## config.mk

```make
export PLATFORM = sky130hd
export DESIGN_NAME = axis_s2mm_burst_wr
export DESIGN_NICKNAME = d
export VERILOG_FILES = /design/src/rtl/axis_s2mm_burst_wr.sv
export SDC_FILE = /design/constraint.sdc
export NUM_CORES = 1
export LEC_CHECK = 0
export CAP_MARGIN = 15
export CORE_AREA = 2 2 292 294
export CTS_CLUSTER_SIZE = 20
export DETAILED_ROUTE_END_ITERATION = 10
export DIE_AREA = 0 0 294 296
export PLACE_DENSITY = 0.37
export SLEW_MARGIN = 10
export SYNTH_ARGS = -nofsm -noshare
export SYNTH_HDL_FRONTEND = slang
export SYNTH_SLANG_ARGS = --single-unit
```

## constraint.sdc

```tcl
create_clock -name axi_aclk -period 2.82 [get_ports axi_aclk]
set_input_delay 0.564 -clock axi_aclk [delete_from_list [all_inputs] [get_ports axi_aclk]]
set_output_delay 0.564 -clock axi_aclk [all_outputs]
set_load 0.03 [all_outputs]
```

## src/rtl/axis_s2mm_burst_wr.sv

```systemverilog
// axis_s2mm_burst_wr
//   S2MM write engine. It takes a 256-bit AXI-Stream capture feed and writes it
//   to memory as fixed-length INCR bursts. The bursts fill a circular buffer
//   [base, base + floor(cap_size)), and the write address returns to base after
//   each full pass. Only one burst is outstanding at a time.
//
// Ports
//   axi_aclk, axi_rstb         clock, async active-low reset
//   write_start                1-cycle pulse: latch base/size and begin capture (ignored while busy)
//   write_reset                stop at the next burst boundary (ignored while idle)
//   start_address, cap_size    buffer base (burst-span aligned) and size in bytes
//   axi_aw*                    AXI4 write-address channel (constant length/size/burst/cache)
//   axi_w*                     AXI4 write-data channel, data/strobe passed through from the stream
//   axi_b*                     AXI4 write-response channel
//   s_axis_*                   capture stream (tlast is not used)
//   current_addr               awaddr of the most recently accepted burst
//   run_cycles                 completed full passes over the buffer, modulo 256
//   wr_s2mm_err                sticky: a non-OKAY write response was seen since write_start
//   busy                       engine is not idle
//
// Build option
//   S2MM_ONESHOT_EN            when defined, stop after one full pass instead of wrapping
module axis_s2mm_burst_wr #(
  parameter int unsigned DATA_W    = 256,
  parameter int unsigned ADDR_W    = 32,
  parameter int unsigned BURST_LEN = 16
) (
  input  logic                  axi_aclk,
  input  logic                  axi_rstb,
  input  logic                  write_start,
  input  logic                  write_reset,
  input  logic [ADDR_W-1:0]     start_address,
  input  logic [31:0]           cap_size,
  output logic [ADDR_W-1:0]     axi_awaddr,
  output logic [7:0]            axi_awlen,
  output logic [2:0]            axi_awsize,
  output logic [1:0]            axi_awburst,
  output logic [3:0]            axi_awcache,
  output logic [2:0]            axi_awprot,
  output logic [3:0]            axi_awid,
  output logic [3:0]            axi_awuser,
  output logic                  axi_awvalid,
  input  logic                  axi_awready,
  output logic [DATA_W-1:0]     axi_wdata,
  output logic [DATA_W/8-1:0]   axi_wstrb,
  output logic                  axi_wlast,
  output logic                  axi_wvalid,
  input  logic                  axi_wready,
  input  logic [1:0]            axi_bresp,
  input  logic                  axi_bvalid,
  output logic                  axi_bready,
  input  logic [DATA_W-1:0]     s_axis_tdata,
  input  logic [DATA_W/8-1:0]   s_axis_tkeep,
  input  logic                  s_axis_tvalid,
  output logic                  s_axis_tready,
  output logic [ADDR_W-1:0]     current_addr,
  output logic [7:0]            run_cycles,
  output logic                  wr_s2mm_err,
  output logic                  busy
);

  localparam int unsigned BYTES  = DATA_W / 8;
  localparam int unsigned BSPAN  = BURST_LEN * BYTES;
  localparam int unsigned BEAT_W = $clog2(BURST_LEN);

  localparam logic [BEAT_W-1:0] LAST_BEAT = BEAT_W'(BURST_LEN - 1);
  localparam logic [31:0]       SPAN_MASK = 32'(BSPAN - 1);

  typedef enum logic [1:0] {
    ST_IDLE,
    ST_ADDR,
    ST_DATA,
    ST_RESP
  } state_t;

  state_t              state;
  state_t              state_n;

  logic [ADDR_W-1:0]   base_addr;
  logic [ADDR_W-1:0]   end_addr;
  logic [ADDR_W-1:0]   addr;
  logic [ADDR_W-1:0]   addr_inc;
  logic [BEAT_W-1:0]   beat;
  logic                stop_q;

  logic [31:0]         cap_floor;
  logic                start_ok;
  logic                aw_hs;
  logic                w_hs;
  logic                b_hs;
  logic                at_end;
  logic                pass_stop;

  // Configuration qualification: size is floored to whole bursts
  assign cap_floor = cap_size & ~SPAN_MASK;
  assign start_ok  = (state == ST_IDLE) && write_start && (cap_floor >= 32'(BSPAN));

  // Channel handshakes as seen from this engine's state
  assign aw_hs = (state == ST_ADDR) && axi_awready;
  assign w_hs  = (state == ST_DATA) && s_axis_tvalid && axi_wready;
  assign b_hs  = (state == ST_RESP) && axi_bvalid;

  // Next burst address and end-of-buffer detection
  assign addr_inc = addr + ADDR_W'(BSPAN);
  assign at_end   = (addr_inc == end_addr);

`ifdef S2MM_ONESHOT_EN
  assign pass_stop = at_end;
`else
  assign pass_stop = 1'b0;
`endif

  // Constant write-address attributes
  assign axi_awaddr  = addr;
  assign axi_awlen   = 8'(BURST_LEN - 1);
  assign axi_awsize  = 3'($clog2(BYTES));
  assign axi_awburst = 2'b01;
  assign axi_awcache = 4'b0011;
  assign axi_awprot  = 3'b000;
  assign axi_awid    = 4'b0000;
  assign axi_awuser  = 4'b0000;

  // Stream payload goes straight onto the W channel
  assign axi_wdata = s_axis_tdata;
  assign axi_wstrb = s_axis_tkeep;

  assign busy = (state != ST_IDLE);

  // State register
  always_ff @(posedge axi_aclk or negedge axi_rstb) begin
    if (!axi_rstb) begin
      state <= ST_IDLE;
    end else begin
      state <= state_n;
    end
  end

  // Next-state and channel control decode
  always_comb begin
    state_n       = state;
    axi_awvalid   = 1'b0;
    axi_wvalid    = 1'b0;
    axi_wlast     = 1'b0;
    s_axis_tready = 1'b0;
    axi_bready    = 1'b0;
    unique case (state)
      ST_IDLE: begin
        if (start_ok) begin
          state_n = ST_ADDR;
        end
      end
      ST_ADDR: begin
        axi_awvalid = 1'b1;
        if (axi_awready) begin
          state_n = ST_DATA;
        end
      end
      ST_DATA: begin
        axi_wvalid    = s_axis_tvalid;
        s_axis_tready = axi_wready;
        axi_wlast     = (beat == LAST_BEAT);
        if (w_hs && (beat == LAST_BEAT)) begin
          state_n = ST_RESP;
        end
      end
      ST_RESP: begin
        axi_bready = 1'b1;
        if (axi_bvalid) begin
          // A stop request arriving with the response still ends the run here
          state_n = (stop_q || write_reset || pass_stop) ? ST_IDLE : ST_ADDR;
        end
      end
      default: begin
        state_n = ST_IDLE;
      end
    endcase
  end

  // Buffer pointer, beat counter and status registers
  always_ff @(posedge axi_aclk or negedge axi_rstb) begin
    if (!axi_rstb) begin
      base_addr    <= '0;
      end_addr     <= '0;
      addr         <= '0;
      beat         <= '0;
      stop_q       <= 1'b0;
      current_addr <= '0;
      run_cycles   <= '0;
      wr_s2mm_err  <= 1'b0;
    end else begin
      if (start_ok) begin
        base_addr   <= start_address;
        end_addr    <= start_address + ADDR_W'(cap_floor);
        addr        <= start_address;
        stop_q      <= 1'b0;
        run_cycles  <= '0;
        wr_s2mm_err <= 1'b0;
      end

      if (busy && write_reset) begin
        stop_q <= 1'b1;
      end

      if (aw_hs) begin
        current_addr <= addr;
        beat         <= '0;
      end

      if (w_hs) begin
        beat <= beat + BEAT_W'(1);
      end

      if (b_hs) begin
        if (axi_bresp != 2'b00) begin
          wr_s2mm_err <= 1'b1;
        end
        if (at_end) begin
          addr       <= base_addr;
          run_cycles <= run_cycles + 8'd1;
        end else begin
          addr <= addr_inc;
        end
      end
    end
  end

endmodule

```

**Yosys cells after proc, flatten, opt, wreduce, memory -nomap -nowiden**

Cells that the tools add are included.

- Register bits after elaboration: 144
- Logic and storage cells: 63
- Bits of input ports: 362
- Output and inout port bits: 395

- Muxes and demuxes: 24
- $lt $le $gt $ge: 1
- Reductions and logical operators: 16
- Add/sub/neg operators: 4
- Equal/unequal tests: 9

Operators with widths:

| operator | number |
|---|---|
| 32-bit two-way mux | 3 |
| 32-bit by 10-bit adder with 32-bit output, second input constant | 1 |
| 32-bit adder | 1 |
| 32-bit equality test | 1 |
| 32-bit by 10-bit greater-or-equal comparator with 1-bit output, second input constant | 1 |
| 8-bit two-way mux | 3 |
| 1-bit two-way mux | 11 |
| 2-bit nonzero test | 5 |
| 8-bit by 1-bit adder with 8-bit output, second input constant | 1 |
| 1-bit logical AND | 8 |
| 2-bit two-way mux | 4 |
| 4-bit two-way mux | 2 |
| 2-bit case mux with 4 select lines | 1 |
| 2-bit != test, second input constant | 3 |
| 4-bit by 1-bit adder with 4-bit output, second input constant | 1 |
| 2-bit equality test, second input constant | 2 |
| 4-bit equality test, second input constant | 1 |
| 4-bit AND reduction | 1 |
| 2-bit by 1-bit equality test with 1-bit output, second input constant | 1 |
| 2-bit zero test | 1 |
| 2-bit by 1-bit != test with 1-bit output, second input constant | 1 |
| 1-bit logical OR | 1 |

**Longest topological paths before layout**

- Depth after elaboration: 6
- Gate-level depth with buffers: 10
- Gate-level depth less buffers: 10

**Least setup slack after synthesis**

No wires, ideal clock.

- Kind: in2reg
- Start point: input port start_address[9]
- End point: register end_addr[29]
- Setup time: 0.124 ns
- Setup slack: -0.257 ns
- Required time: 2.696 ns
- Buffers on the path: 0
- Stages on the path: 9
- Arrival: 2.953 ns
- Cell sequence: ha_1 -> fa_1 -> a21oi_1 -> o21bai_1 -> a2111oi_0 -> o31a_1 -> o31ai_1 -> a211o_1 -> a211o_1

- Longest elaborated chain between the ends: 1

Ends and longest elaborated chain:

| what | RTL line | RTL |
|---|---|---|
| from (decl) | 32 | `input logic [ADDR_W-1:0] start_address,` |
| 32-bit adder | 193 | `end_addr <= start_address + ADDR_W'(cap_floor);` |
| to (signal assigned) | 193 |  |
| to (decl) | 80 | `logic [ADDR_W-1:0] end_addr;` |

No other way between the ends.
A chain may end at the register's enable or synchronous reset.

**Final worst setup path**

- Start point: register addr[9] (netlist: axi_awaddr[9])
- End point: register addr[13] (netlist: axi_awaddr[13])

- Longest elaborated chain between the ends: 4

Ends and longest elaborated chain:

| what | RTL line | RTL |
|---|---|---|
| from (decl) | 81 | `logic [ADDR_W-1:0] addr;` |
| from (signal assigned) | 194 | `addr <= start_address;` |
| from (signal assigned) | 218 | `addr <= base_addr;` |
| from (signal assigned) | 221 | `addr <= addr_inc;` |
| 32-bit by 10-bit adder with 32-bit output * | 104 | `assign addr_inc = addr + ADDR_W'(BSPAN);` |
| 32-bit equality test | 105 | `assign at_end = (addr_inc == end_addr);` |
| 32-bit two-way mux * | 217 | `if (at_end) begin` |
| 32-bit two-way mux * | 213 | `if (b_hs) begin` |

Mark *: on every way between the ends. The rest lies on a longest branch, timed or not.

==> results <==
- The run finished, with violations left.
- The final reports fail on negative setup slack.
- After routing the design area is 14100 um2.
- Registers take 3400 um2.
- The number of global-route vias before repair came to 9036.
- For this run, the number of Yosys warnings is 0.
- The commonest cells after synthesis are 317 x sky130_fd_sc_hd__buf_4, 182 x sky130_fd_sc_hd__nand2_1, 135 x sky130_fd_sc_hd__dfrtp_1, 45 x sky130_fd_sc_hd__xnor2_1, 41 x sky130_fd_sc_hd__nand3_1.
- The y dimension of the die is 296 um.
- For the pin with the worst max-slew slack, the measured transition is 0.591 ns.
- The clock root buffer is sky130_fd_sc_hd__clkbuf_16.
- Setup violations remaining at the end of the flow were counted as 34.
- For this design the static power due to leakage is 5.90 nW.
- The routed length on met1 is 17500 um.
- In this run the number of H-tree levels came out at 4.
- The number of cells traversed by the worst register-to-register path is 10.
- In the synthesized netlist the async set-or-reset flop fraction comes to 100%.
- After detailed routing, the number of vias per cell comes to 3.67.
- After clock tree synthesis, the flow added hold-fix buffers numbering 0.
- The cell area after placement is 12800 um2.
- After synthesis the cells add up to 10700 um2.
- The clock insertion delay at the later pin of the skew report is 0.46 ns.
- Synthesis inferred 135 register bits.
- The power density over cell area is 1050 nW/um2.
- In the routed design, unresolved DRC markers number 0.
- The maximum fanout encountered on the critical timing path is 6.
- Data on the critical path arrives at its endpoint at 3.30 ns.
- The element type at the critical path start is a flop.
- The classification of the worst setup path is reg -> reg.
- The clock sink count is 135.
- The total area inside the core boundary comes to 84200 um2.
- The global-route congestion overflow total is 0.
- Summing internal, switching and leakage power gives 14.7 mW.
- Data on the critical path is required at its endpoint by 3.16 ns.
- By area the synthesized netlist is led by sky130_fd_sc_hd__dfrtp_1 32%, sky130_fd_sc_hd__buf_4 22%, sky130_fd_sc_hd__nand2_1 6.4%.
- STA classifies the critical path endpoint as a flop.
- The largest total area in the synthesized netlist belongs to sky130_fd_sc_hd__dfrtp_1.
- The weighted congestion at the end of routability-driven global placement is 0.806.
- The detailed route wirelength on metal2 is 20800 um.
- The number of hold violations in the final report was 0.
- Signal routing reaches up to met5.
- The sequential share of the synthesized area is 31.6%.
- The maximum root-to-sink buffer count is 2.
- The worst-case vdd ir drop is 305 uV.
- Before antenna repair, the detailed router went through 4 iterations.
- The number of antenna violations at the first check in global routing is 16.
- Averaged over all synthesized cells, the footprint is 8.71 um2.
- The class of the worst hold path is in -> async.
- In this run the tightest slew margin relative to its limit is 60.6%.
- The part of the cycle the worst path needs is 105%.
- The routed layout has 8750 vias.
- The met3 wirelength from detailed routing is 4860 um.
- Measured along the x axis, the die boundary spans 294 um.
- The netlist uses 67 different library cells.
- The synthesized design contains 0 enable-type register cells.
- The total clock buffers created by CTS is 17.
- Max-cap violations in this run came to 0.
- The remaining antenna violation count is 0.
- Counting I/O delays and the setup requirement, the final critical path takes 2.96 ns.
- The top-area cell type share of the netlist area is 31.6%.
- The clock tree from TritonCTS is done.
- Summed over all layers, the routed wires come to 45500 um.
- Setup repair after global routing could not meet its margin everywhere.
- The final-stage net count is 1674.
- Timing would allow up to 0.338 GHz.
- The final-layout setup total negative slack is -2.93 ns.
- The number of pins with negative max-slew slack in the final report is 0.
- The largest net degree at the start of global routing is 54.
- The total of buffers placed on input and output ports is 143.
- The floorplan step defined a die boundary enclosing 87000 um2.
- The wire length per cell after detailed routing is 19.1 um.
- Cells with a size suffix above 1 make up 29.8% of the layout.
- The number of fillers in the final layout is 9354.
- The initial core utilization is 12.7%.
- Synthesis produced 1229 cells.
- The number of I/O pins is 757.
- The overall routing resource usage is 10.1%.
- Clock skew on the completed layout was measured at 0.0163 ns.
- From synthesis to final layout, the design area changed by 31.3%.
- The first-pass GRT wire length is 62800 um.
- The final HPWL from detailed placement is 36300 um.
- In the post-synthesis netlist, the cell with the most instances is sky130_fd_sc_hd__buf_4.
- The dominant synthesized flop cell is sky130_fd_sc_hd__dfrtp_1.
- The floorplan has 107 rows.
- The post-route worst setup slack is -0.138 ns.
- The CTS clock-pin slew for the worst setup and hold paths is 0.07 ns.
- Summing all multi-input logic gate instances after layout gives 5220 um2.
- The DRC violation total after the first TritonRoute iteration is 374.
[layer usage]
layer | vias to the layer above | track usage, %
li1 | 4038 | -
met1 | 4163 | 10.9
met5 | - | 1.50
met4 | 34 | 4.77
met3 | 156 | 5.37
met2 | 359 | 16.0
[power breakdown]
part	internal, mW	switching, mW
Sequential	2.85	0.723
Clock	1.51	0.947
Combinational	4.05	4.63
[state kept, by name, summed over array words and instances, names as in the netlist]
| signal | count |
|---|---|
| axi_awaddr | 32 |
| base_addr | 32 |
| beat | 4 |
| current_addr | 32 |
| end_addr | 23 |
| run_cycles | 8 |
| state | 2 |
| stop_q | 1 |
| wr_s2mm_err | 1 |
[what timing repair did]
item | CTS | global route
gates cloned | 4 | 1
buffers inserted | 11 | 1
resized for setup | 59 | 38
endpoints found under the setup margin | 48 | 49
pin swaps | 42 | 19
[area by class of cell]
type | instances | share of cell area (%)
Antenna cell | 1 | 0.0178
Clock buffer | 22 | 3.52
Clock inverter | 10 | 0.997
Inverter | 22 | 0.588
Multi-Input combinational cell | 731 | 37.1
Sequential cell | 135 | 24.2
Tap cell | 1090 | 9.71
Timing Repair Buffer | 375 | 23.9
[cell families after synthesis]
kind of cell | share of synthesized area, %
other | 0.0702
multiplexers | 3.69
flip-flops | 31.6
buffers and inverters | 25.2
AO/OA/AOI/OAI | 13.7
adder cells (fa/ha/maj) | 3.58
XOR/XNOR | 5.79
AND/OR/NAND/NOR | 16.5
[layout by cell type (no fill, tap or decap), types with 9 or more instances in the layout]
cell type / instances
sky130_fd_sc_hd__clkdlybuf4s50_1: 136
sky130_fd_sc_hd__buf_4: 214
sky130_fd_sc_hd__nand2_1: 179
sky130_fd_sc_hd__ha_1: 26
sky130_fd_sc_hd__or3_1: 17
sky130_fd_sc_hd__dfrtp_1: 121
sky130_fd_sc_hd__inv_1: 22
sky130_fd_sc_hd__buf_12: 10
sky130_fd_sc_hd__o221a_4: 9
sky130_fd_sc_hd__conb_1: 28
sky130_fd_sc_hd__clkbuf_16: 17
sky130_fd_sc_hd__nor2_1: 24
sky130_fd_sc_hd__nand3_1: 37
sky130_fd_sc_hd__a21oi_1: 31
sky130_fd_sc_hd__nand4_1: 19
sky130_fd_sc_hd__dfrtp_2: 14
sky130_fd_sc_hd__o211ai_1: 30
sky130_fd_sc_hd__mux2_2: 28
sky130_fd_sc_hd__and3_1: 10
sky130_fd_sc_hd__o311a_1: 19
sky130_fd_sc_hd__a21o_1: 17
sky130_fd_sc_hd__o21ai_0: 37
sky130_fd_sc_hd__nand2b_1: 9
sky130_fd_sc_hd__xor2_1: 17
sky130_fd_sc_hd__xnor2_1: 42
[per-stage QoR]
step | hold WS (ns) | util, % | std cells | worst slack (ns)
floorplan | 0.268 | - | 1255 | 0.00106
global placement | 0.452 | 15.2 | 2339 | -0.695
detailed placement | 0.460 | 15.2 | 2339 | -0.680
CTS | 0.0437 | 16.4 | 2386 | -0.138
global route | 0.0697 | 16.7 | 2386 | -0.256
finish | 0.0415 | 16.7 | 2386 | -0.138
[worst max-delay path, cell delays in order (launching register included)]
cell,delay [ns]
sky130_fd_sc_hd__dfrtp_2,0.46
sky130_fd_sc_hd__xor2_2,0.18
sky130_fd_sc_hd__buf_4,0.13
sky130_fd_sc_hd__nand4_1,0.09
sky130_fd_sc_hd__or3_4,0.35
sky130_fd_sc_hd__or4b_4,0.51
sky130_fd_sc_hd__nor4_4,0.15
sky130_fd_sc_hd__nand4_1,0.16
sky130_fd_sc_hd__buf_6,0.17
sky130_fd_sc_hd__or2_4,0.30
sky130_fd_sc_hd__o311a_1,0.31
[worst paths after layout]
check	start	end	slack [ns]
setup / recovery	axi_awaddr[9]$_DFFE_PN0P_	axi_awaddr[13]$_DFFE_PN0P_	-0.14
hold / removal	axi_rstb	current_addr[9]$_DFFE_PN0P_	0.04
setup reg to reg	axi_awaddr[9]$_DFFE_PN0P_	axi_awaddr[13]$_DFFE_PN0P_	-0.14
hold reg to reg	wr_s2mm_err$_DFF_PN0_	wr_s2mm_err$_DFF_PN0_	0.47
max in group asynchronous	axi_rstb	axi_awaddr[13]$_DFFE_PN0P_	1.97
min in group axi_aclk	wr_s2mm_err$_DFF_PN0_	wr_s2mm_err$_DFF_PN0_	0.47
Note: power is estimated with default switching activity, not from simulation.
